[src/rtl/sprite_row_scheduler.sv]
// Per-scanline sprite row fetcher: copies each hit tank's sprite row from the shared ROM into its line buffer during hblank.
// Optional TRANSPARENT_KEY_EN macro: derive buf_opaque from the FF0000 colour key instead of forcing it high.
module sprite_row_scheduler #(
    parameter int NUM_SPRITES = 2,
    parameter int SPRITE_W    = 32,
    parameter int SPRITE_H    = 32,
    parameter int ROM_LAT     = 1
) (
    input  logic                                              Clk,
    input  logic                                              Reset_n,
    input  logic                                              line_start,
    input  logic [9:0]                                        next_y,
    input  logic [10*NUM_SPRITES-1:0]                         spr_x,
    input  logic [10*NUM_SPRITES-1:0]                         spr_y,
    input  logic [3*NUM_SPRITES-1:0]                          spr_dir,
    input  logic [NUM_SPRITES-1:0]                            spr_en,
    output logic                                              rom_rd,
    output logic [1:0]                                        rom_sel,
    output logic [$clog2(SPRITE_H)+$clog2(SPRITE_W)-1:0]      rom_addr,
    input  logic [23:0]                                       rom_data,
    output logic                                              buf_we,
    output logic [((NUM_SPRITES > 1) ? $clog2(NUM_SPRITES) : 1)-1:0] buf_sprite,
    output logic [$clog2(SPRITE_W)-1:0]                       buf_col,
    output logic [23:0]                                       buf_data,
    output logic                                              buf_opaque,
    output logic [NUM_SPRITES-1:0]                            buf_hit,
    output logic                                              busy,
    output logic                                              done,
    output logic                                              overrun
);

    localparam int CW = $clog2(SPRITE_W);
    localparam int RW = $clog2(SPRITE_H);
    localparam int IW = (NUM_SPRITES > 1) ? $clog2(NUM_SPRITES) : 1;
    localparam int DW = (ROM_LAT > 1) ? $clog2(ROM_LAT) : 1;

    typedef enum logic [2:0] {
        S_IDLE  = 3'd0,
        S_SCAN  = 3'd1,
        S_FETCH = 3'd2,
        S_DRAIN = 3'd3,
        S_DONE  = 3'd4
    } state_t;

    function automatic logic [1:0] dir_to_sel(input logic [2:0] dir);
        case (dir)
            3'd1:    return 2'd0;
            3'd2:    return 2'd1;
            3'd3:    return 2'd2;
            3'd4:    return 2'd3;
            default: return 2'd0;
        endcase
    endfunction

    state_t                    state_q, state_d;
    logic [IW-1:0]             idx_q, idx_d;
    logic [RW-1:0]             row_q, row_d;
    logic [CW-1:0]             col_q, col_d;
    logic [9:0]                y_q, y_d;
    logic [10*NUM_SPRITES-1:0] sy_q, sy_d;
    logic [3*NUM_SPRITES-1:0]  sdir_q, sdir_d;
    logic [NUM_SPRITES-1:0]    sen_q, sen_d;
    logic [NUM_SPRITES-1:0]    hit_q, hit_d;
    logic [DW-1:0]             drain_q, drain_d;
    logic                      overrun_q, overrun_d;
    logic                      rom_rd_q, rom_rd_d;
    logic                      busy_q, busy_d;
    logic                      done_q, done_d;
    logic [1:0]                sel_q, sel_d;
    logic [RW+CW-1:0]          addr_q, addr_d;
    logic [ROM_LAT-1:0]        pv_q, pv_d;
    logic [IW-1:0]             pspr_q [ROM_LAT];
    logic [IW-1:0]             pspr_d [ROM_LAT];
    logic [CW-1:0]             pcol_q [ROM_LAT];
    logic [CW-1:0]             pcol_d [ROM_LAT];

    logic [9:0]  cur_y_s;
    logic [2:0]  cur_dir_s;
    logic        cur_en_s;
    logic [10:0] diff_s;
    logic        cur_hit_s;
    logic        last_s;
    logic        unused_s;

    // Hit test for the tank currently being scanned, on the snapshotted attributes.
    always_comb begin
        cur_y_s   = sy_q[10*int'(idx_q) +: 10];
        cur_dir_s = sdir_q[3*int'(idx_q) +: 3];
        cur_en_s  = sen_q[idx_q];
        diff_s    = {1'b0, y_q} - {1'b0, cur_y_s};
        cur_hit_s = cur_en_s && (cur_dir_s >= 3'd1) && (cur_dir_s <= 3'd4) &&
                    ({1'b0, y_q} >= {1'b0, cur_y_s}) && (diff_s < 11'(SPRITE_H));
        last_s    = (int'(idx_q) == NUM_SPRITES - 1);
    end

    // Next-state, datapath and write-pipeline logic.
    always_comb begin
        state_d   = state_q;
        idx_d     = idx_q;
        row_d     = row_q;
        col_d     = col_q;
        y_d       = y_q;
        sy_d      = sy_q;
        sdir_d    = sdir_q;
        sen_d     = sen_q;
        hit_d     = hit_q;
        drain_d   = drain_q;
        overrun_d = overrun_q;
        rom_rd_d  = 1'b0;
        sel_d     = sel_q;
        addr_d    = addr_q;
        done_d    = 1'b0;
        pv_d      = '0;
        pv_d[0]   = rom_rd_q;
        pspr_d[0] = idx_q;
        pcol_d[0] = addr_q[CW-1:0];
        for (int k = 1; k < ROM_LAT; k++) begin
            pv_d[k]   = pv_q[k-1];
            pspr_d[k] = pspr_q[k-1];
            pcol_d[k] = pcol_q[k-1];
        end

        if (line_start) begin
            // A new line always wins; anything in flight belongs to the stale line.
            if (state_q != S_IDLE) begin
                overrun_d = 1'b1;
            end else begin
                overrun_d = overrun_q;
            end
            y_d     = next_y;
            sy_d    = spr_y;
            sdir_d  = spr_dir;
            sen_d   = spr_en;
            hit_d   = '0;
            idx_d   = '0;
            col_d   = '0;
            drain_d = '0;
            pv_d    = '0;
            state_d = S_SCAN;
        end else begin
            case (state_q)
                S_IDLE: begin
                    state_d = S_IDLE;
                end
                S_SCAN: begin
                    if (cur_hit_s) begin
                        hit_d[idx_q] = 1'b1;
                        row_d        = diff_s[RW-1:0];
                        col_d        = '0;
                        sel_d        = dir_to_sel(cur_dir_s);
                        addr_d       = {diff_s[RW-1:0], {CW{1'b0}}};
                        rom_rd_d     = 1'b1;
                        state_d      = S_FETCH;
                    end else if (last_s) begin
                        done_d  = 1'b1;
                        state_d = S_DONE;
                    end else begin
                        idx_d = idx_q + IW'(1);
                    end
                end
                S_FETCH: begin
                    if (col_q == {CW{1'b1}}) begin
                        drain_d = '0;
                        state_d = S_DRAIN;
                    end else begin
                        col_d    = col_q + CW'(1);
                        addr_d   = {row_q, col_q + CW'(1)};
                        rom_rd_d = 1'b1;
                    end
                end
                S_DRAIN: begin
                    if (drain_q == DW'(ROM_LAT - 1)) begin
                        if (last_s) begin
                            done_d  = 1'b1;
                            state_d = S_DONE;
                        end else begin
                            idx_d   = idx_q + IW'(1);
                            state_d = S_SCAN;
                        end
                    end else begin
                        drain_d = drain_q + DW'(1);
                    end
                end
                S_DONE: begin
                    state_d = S_IDLE;
                end
                default: begin
                    state_d = S_IDLE;
                end
            endcase
        end
        busy_d = (state_d != S_IDLE);
    end

    // State and output registers.
    always_ff @(posedge Clk or negedge Reset_n) begin
        if (!Reset_n) begin
            state_q   <= S_IDLE;
            idx_q     <= '0;
            row_q     <= '0;
            col_q     <= '0;
            y_q       <= '0;
            sy_q      <= '0;
            sdir_q    <= '0;
            sen_q     <= '0;
            hit_q     <= '0;
            drain_q   <= '0;
            overrun_q <= 1'b0;
            rom_rd_q  <= 1'b0;
            busy_q    <= 1'b0;
            done_q    <= 1'b0;
            sel_q     <= 2'd0;
            addr_q    <= '0;
            pv_q      <= '0;
            for (int k = 0; k < ROM_LAT; k++) begin
                pspr_q[k] <= '0;
                pcol_q[k] <= '0;
            end
        end else begin
            state_q   <= state_d;
            idx_q     <= idx_d;
            row_q     <= row_d;
            col_q     <= col_d;
            y_q       <= y_d;
            sy_q      <= sy_d;
            sdir_q    <= sdir_d;
            sen_q     <= sen_d;
            hit_q     <= hit_d;
            drain_q   <= drain_d;
            overrun_q <= overrun_d;
            rom_rd_q  <= rom_rd_d;
            busy_q    <= busy_d;
            done_q    <= done_d;
            sel_q     <= sel_d;
            addr_q    <= addr_d;
            pv_q      <= pv_d;
            for (int k = 0; k < ROM_LAT; k++) begin
                pspr_q[k] <= pspr_d[k];
                pcol_q[k] <= pcol_d[k];
            end
        end
    end

    assign rom_rd     = rom_rd_q;
    assign rom_sel    = sel_q;
    assign rom_addr   = addr_q;
    assign buf_we     = pv_q[ROM_LAT-1];
    assign buf_sprite = pspr_q[ROM_LAT-1];
    assign buf_col    = pcol_q[ROM_LAT-1];
    // ROM data arrives in the write cycle itself, so it is gated rather than re-registered.
    assign buf_data   = buf_we ? rom_data : 24'h000000;
`ifdef TRANSPARENT_KEY_EN
    assign buf_opaque = buf_we && (rom_data != 24'hFF0000);
`else
    assign buf_opaque = buf_we;
`endif
    assign buf_hit    = hit_q;
    assign busy       = busy_q;
    assign done       = done_q;
    assign overrun    = overrun_q;

    // spr_x only travels alongside the other sprite fields for the colour mapper.
    assign unused_s   = ^spr_x;

endmodule
[config.mk]
export PLATFORM = sky130hd
export DESIGN_NAME = sprite_row_scheduler
export DESIGN_NICKNAME = d
export VERILOG_FILES = /design/src/rtl/sprite_row_scheduler.sv
export SDC_FILE = /design/constraint.sdc
export NUM_CORES = 1
export LEC_CHECK = 0
export ABC_CLOCK_PERIOD_IN_PS = 3900
export BUFFER_PORTS_ARGS = -buffer_cell sky130_fd_sc_hd__clkbuf_2
export CAP_MARGIN = 5
export CORE_MARGIN = 10
export CORE_UTILIZATION = 50
export DETAILED_ROUTE_END_ITERATION = 8
export PLACE_DENSITY = 0.91
export SYNTH_ARGS = -nofsm -noshare
export SYNTH_HDL_FRONTEND = slang
export SYNTH_SLANG_ARGS = --single-unit
[constraint.sdc]
create_clock -name Clk -period 3.9 [get_ports Clk]
set_input_delay 1.17 -clock Clk [delete_from_list [all_inputs] [get_ports Clk]]
set_output_delay 1.17 -clock Clk [all_outputs]
set_load 0.02 [all_outputs]
==> results.tsv <==
stage	metric	value	unit
outcome	status	complete, no violations	
finish	ANT cells	0	
global_route	Overflow after GRT	0	
sta	final-report hold violation count	0	
sta	Hold Worst Slack	0.414	ns
finish	fraction of layout instances using a drive strength above 1	42.4	%
global_route	vias in the first global route	3023	
sta	RSZ-0062 raised after global routing	false	
finish	Fill cells	610	
sta	Max-slew headroom	38.2	%
worst_setup_path	Reg2Reg Depth	11	
synthesis	Post-Syn Instances	317	
sta	period utilisation layout	91.5	%
global_route	largest net degree at the start of global routing	78	
min_path	hold path start	rom_addr[2]$_DFFE_PN0P_	
drt	DR iter-0 viols	65	
synthesis	EDFF count, synth	0	
die	row count	31	
worst_setup_path	Critical R2R Capture	rom_addr[5]$_DFFE_PN0P_	
drt	First-pass DRT Iterations	5	
synthesis	area share of the largest cell type after synthesis	51.3	%
power_and_ir_drop	Net Sw Frac	32.0	%
global_route	antenna violations before repair	0	
placement	DP Area	0.00442	mm^2
placement	Port Buffers	114	
clocking	CTS tree	done	
finish	design area	0.00462	mm^2
clocking	post-CTS resize count	0	
drt	Routed WL per cell	16.4	um
power_and_ir_drop	Leak	0.00239	uW
global_route	first-pass GRT wire length	14700	um
finish	FF/Latch Area	0.00193	mm^2
power_and_ir_drop	Clock power frac	29.8	%
sta	slew at the pin closest to its max-slew limit	0.927	ns
clocking	setup bufs post-CTS	0	
power_and_ir_drop	Power Density	420	mW/mm^2
worst_setup_path	crit path max fanout	11	
worst_setup_path	Worst Path Arrival	3.82	ns
worst_setup_path	startpoint class of the critical path	flop	
sta	clk_skew	0.0118	ns
clocking	Root Buffer	clkbuf_8	
drt	aggregate routed wire length	8830	um
die	Initial Utilization	51.5	%
die	Die Wd	107	um
drt	Detail Route Antenna Nets	0	
synthesis	top_reg_cell synth	dfrtp_1	
finish	Final Util	63.4	%
min_path	Hold WC Path Type	reg2reg	
worst_setup_path	critical path class	reg2reg	
synthesis	Distinct cells, synth	45	
placement	dpl hpwl	6970	um
finish	synth-to-layout area growth	23.2	%
power_and_ir_drop	VDD IR max	0.000311	V
clocking	TritonCTS Buffers	9	
synthesis	top-count cell post-synth	dfrtp_1	
synthesis	Mean Syn Cell Area	11.8	um^2
synthesis	top cells by count, synth	dfrtp_1, mux2_2, and2_1	
power_and_ir_drop	share of power burned in registers	46.9	%
clocking	clk_lat worst skew	0.36	ns
synthesis	synthesized net count	416	
synthesis	Mapped Area	0.00375	mm^2
synthesis	Async S/R FF share, synth	100	%
synthesis	Seq/Total Area, Yosys	51.3	%
min_path	Hold Path End	buf_col[2]$_DFF_PN0_	
drt	vias per cell	5.23	
drt	DRC Markers	0	
clocking	CTS Sinks	77	
power_and_ir_drop	Int Power	1320	uW
synthesis	flops & latches, synth	77	
power_and_ir_drop	Logic pwr share	23.4	%
clocking	Hold Buf Count CTS	0	
sta	Max Fclk	0.280	GHz
die	Die Footprint	0.0114	mm^2
finish	area of the multi-input gates	0.00174	mm^2
sta	Final Critical Period	3.57	ns
sta	max-slew violations	0	
drt	via count	2815	
worst_setup_path	Critical R2R Launch	idx_q$_DFFE_PN0P_	
clocking	H-tree depth	3	
min_path	hold path depth	0	
die	io pins	135	
sta	Final setup violation count	0	
clocking	Longest Clk Path Bufs	2	
global_route	Tot GR Track Use	15.7	%
finish	fin nets	533	
worst_setup_path	WP data required	4.15	ns
placement	RD Place Congestion	0.904	
clocking	CTS clk-pin slew, worst paths	0.09	ns
die	core area	0.00729	mm^2
die	Die Span Y	107	um
flow_run	# Max-Cap Violations	0	
synthesis	leading area contributor after synthesis	dfrtp_1	
synthesis	Yosys warnings	0	
worst_setup_path	Crit. End Element	flop	
worst_setup_path	R2R Setup Slk	0.33	ns
power_and_ir_drop	NetSw	621	uW
sta	Final TNS setup	0	ns
synthesis	top post-synthesis cells by area	dfrtp_1, mux2_2, and2_1	
## worst max-delay path, cell delays in order, from the launching register on
cell,delay (ns)
dfrtp_1,0.44
mux2_2,0.36
ha_1,0.21
fa_1,0.41
nand3b_1,0.17
nand2_1,0.13
a31oi_2,0.13
o211a_1,0.25
a31oi_1,0.23
nor4_4,0.09
a31oi_2,0.63
mux2_2,0.40
## cells in the final DEF (no fill, tap or decap), types with 3 or more instances in the layout
master and instances:
a21oi_1 11, buf_4 5, and2_1 26, o21ai_0 8, nor2_1 21, xnor2_1 10
and3_1 3, dfrtp_1 77, a21o_1 4, nor2b_1 4, mux2_2 40, mux2i_1 14
ha_1 13, nand3_1 5, clkbuf_8 9, a31o_2 3, nand2_1 17, xor2_1 3
clkbuf_2 113, inv_1 10, a32o_1 3, mux2_4 4
## worst max path at each step
stage                                          to  cells after the start         startpoint
final                     rom_addr[5]$_DFFE_PN0P_                     11  idx_q$_DFFE_PN0P_
after global routing      rom_addr[5]$_DFFE_PN0P_                     11  idx_q$_DFFE_PN0P_
after CTS                 rom_addr[5]$_DFFE_PN0P_                     11  idx_q$_DFFE_PN0P_
after detailed placement  rom_addr[5]$_DFFE_PN0P_                     11  idx_q$_DFFE_PN0P_
after global placement    rom_addr[5]$_DFFE_PN0P_                     11  idx_q$_DFFE_PN0P_
after floorplan           rom_addr[6]$_DFFE_PN0P_                     13  idx_q$_DFFE_PN0P_
## stage by stage
stage | instances | setup WS [ns] | power [uW]
3_5_place_dp | 522 | 0.0750 | 1380
4_1_cts | 538 | 0.0382 | 1950
2_1_floorplan | 317 | 0.415 | 1230
6_report | 538 | 0.331 | 1940
3_3_place_gp | 522 | 0.166 | 1350
5_1_grt | 538 | 0.127 | 2040
## area by class of cell
class	instances	share of cell area, %
sequential	77	41.7
clock buffer	9	2.68
timing repair buffer	118	13.0
multi-input combinational	217	37.5
inverter	11	0.893
tap	99	2.68
clock inverter	7	1.49
## cells by family (layout without fill, tap and decap cells)
| group | after synthesis | count (layout) | share of synthesized area (%) |
|---|---|---|---|
| XOR/XNOR | 13 | 13 | 3.03 |
| multiplexers | 58 | 58 | 17.3 |
| adder cells (fa/ha/maj) | 14 | 14 | 4.87 |
| flip-flops | 77 | 77 | 51.3 |
| AND/OR/NAND/NOR | 86 | 86 | 12.1 |
| buffers and inverters | 23 | 145 | 2.60 |
| AO/OA/AOI/OAI | 46 | 46 | 8.70 |
## layer usage
| metal | track usage, % | share of wire, % | vias up |
|---|---|---|---|
| li1 | - | - | 1347 |
| met1 | 17.2 | 41 | 1344 |
| met2 | 27.1 | 48 | 112 |
| met3 | 6.83 | 9.3 | 12 |
| met4 | 4.35 | 1.5 | 0 |
| met5 | 0 | 0 | - |
## power groups by stage
stage | Clock [uW] | Combinational, uW | Sequential (uW)
after floorplan | 0 | 296 | 937
after global placement | 0 | 434 | 921
after detailed placement | 0 | 453 | 926
after CTS | 587 | 455 | 910
after global routing | 619 | 502 | 920
final | 578 | 453 | 909
## flip-flops by register name, indices dropped and copies added, names as in the netlist, 2 cells and up
signal / cells
buf_col: 5
buf_hit: 2
rom_addr: 10
state_q: 3
sdir_q: 6
sy_q: 20
sen_q: 2
col_q: 5
row_q: 5
rom_sel: 2
y_q: 10
Note: power is estimated with default switching activity, not from simulation.
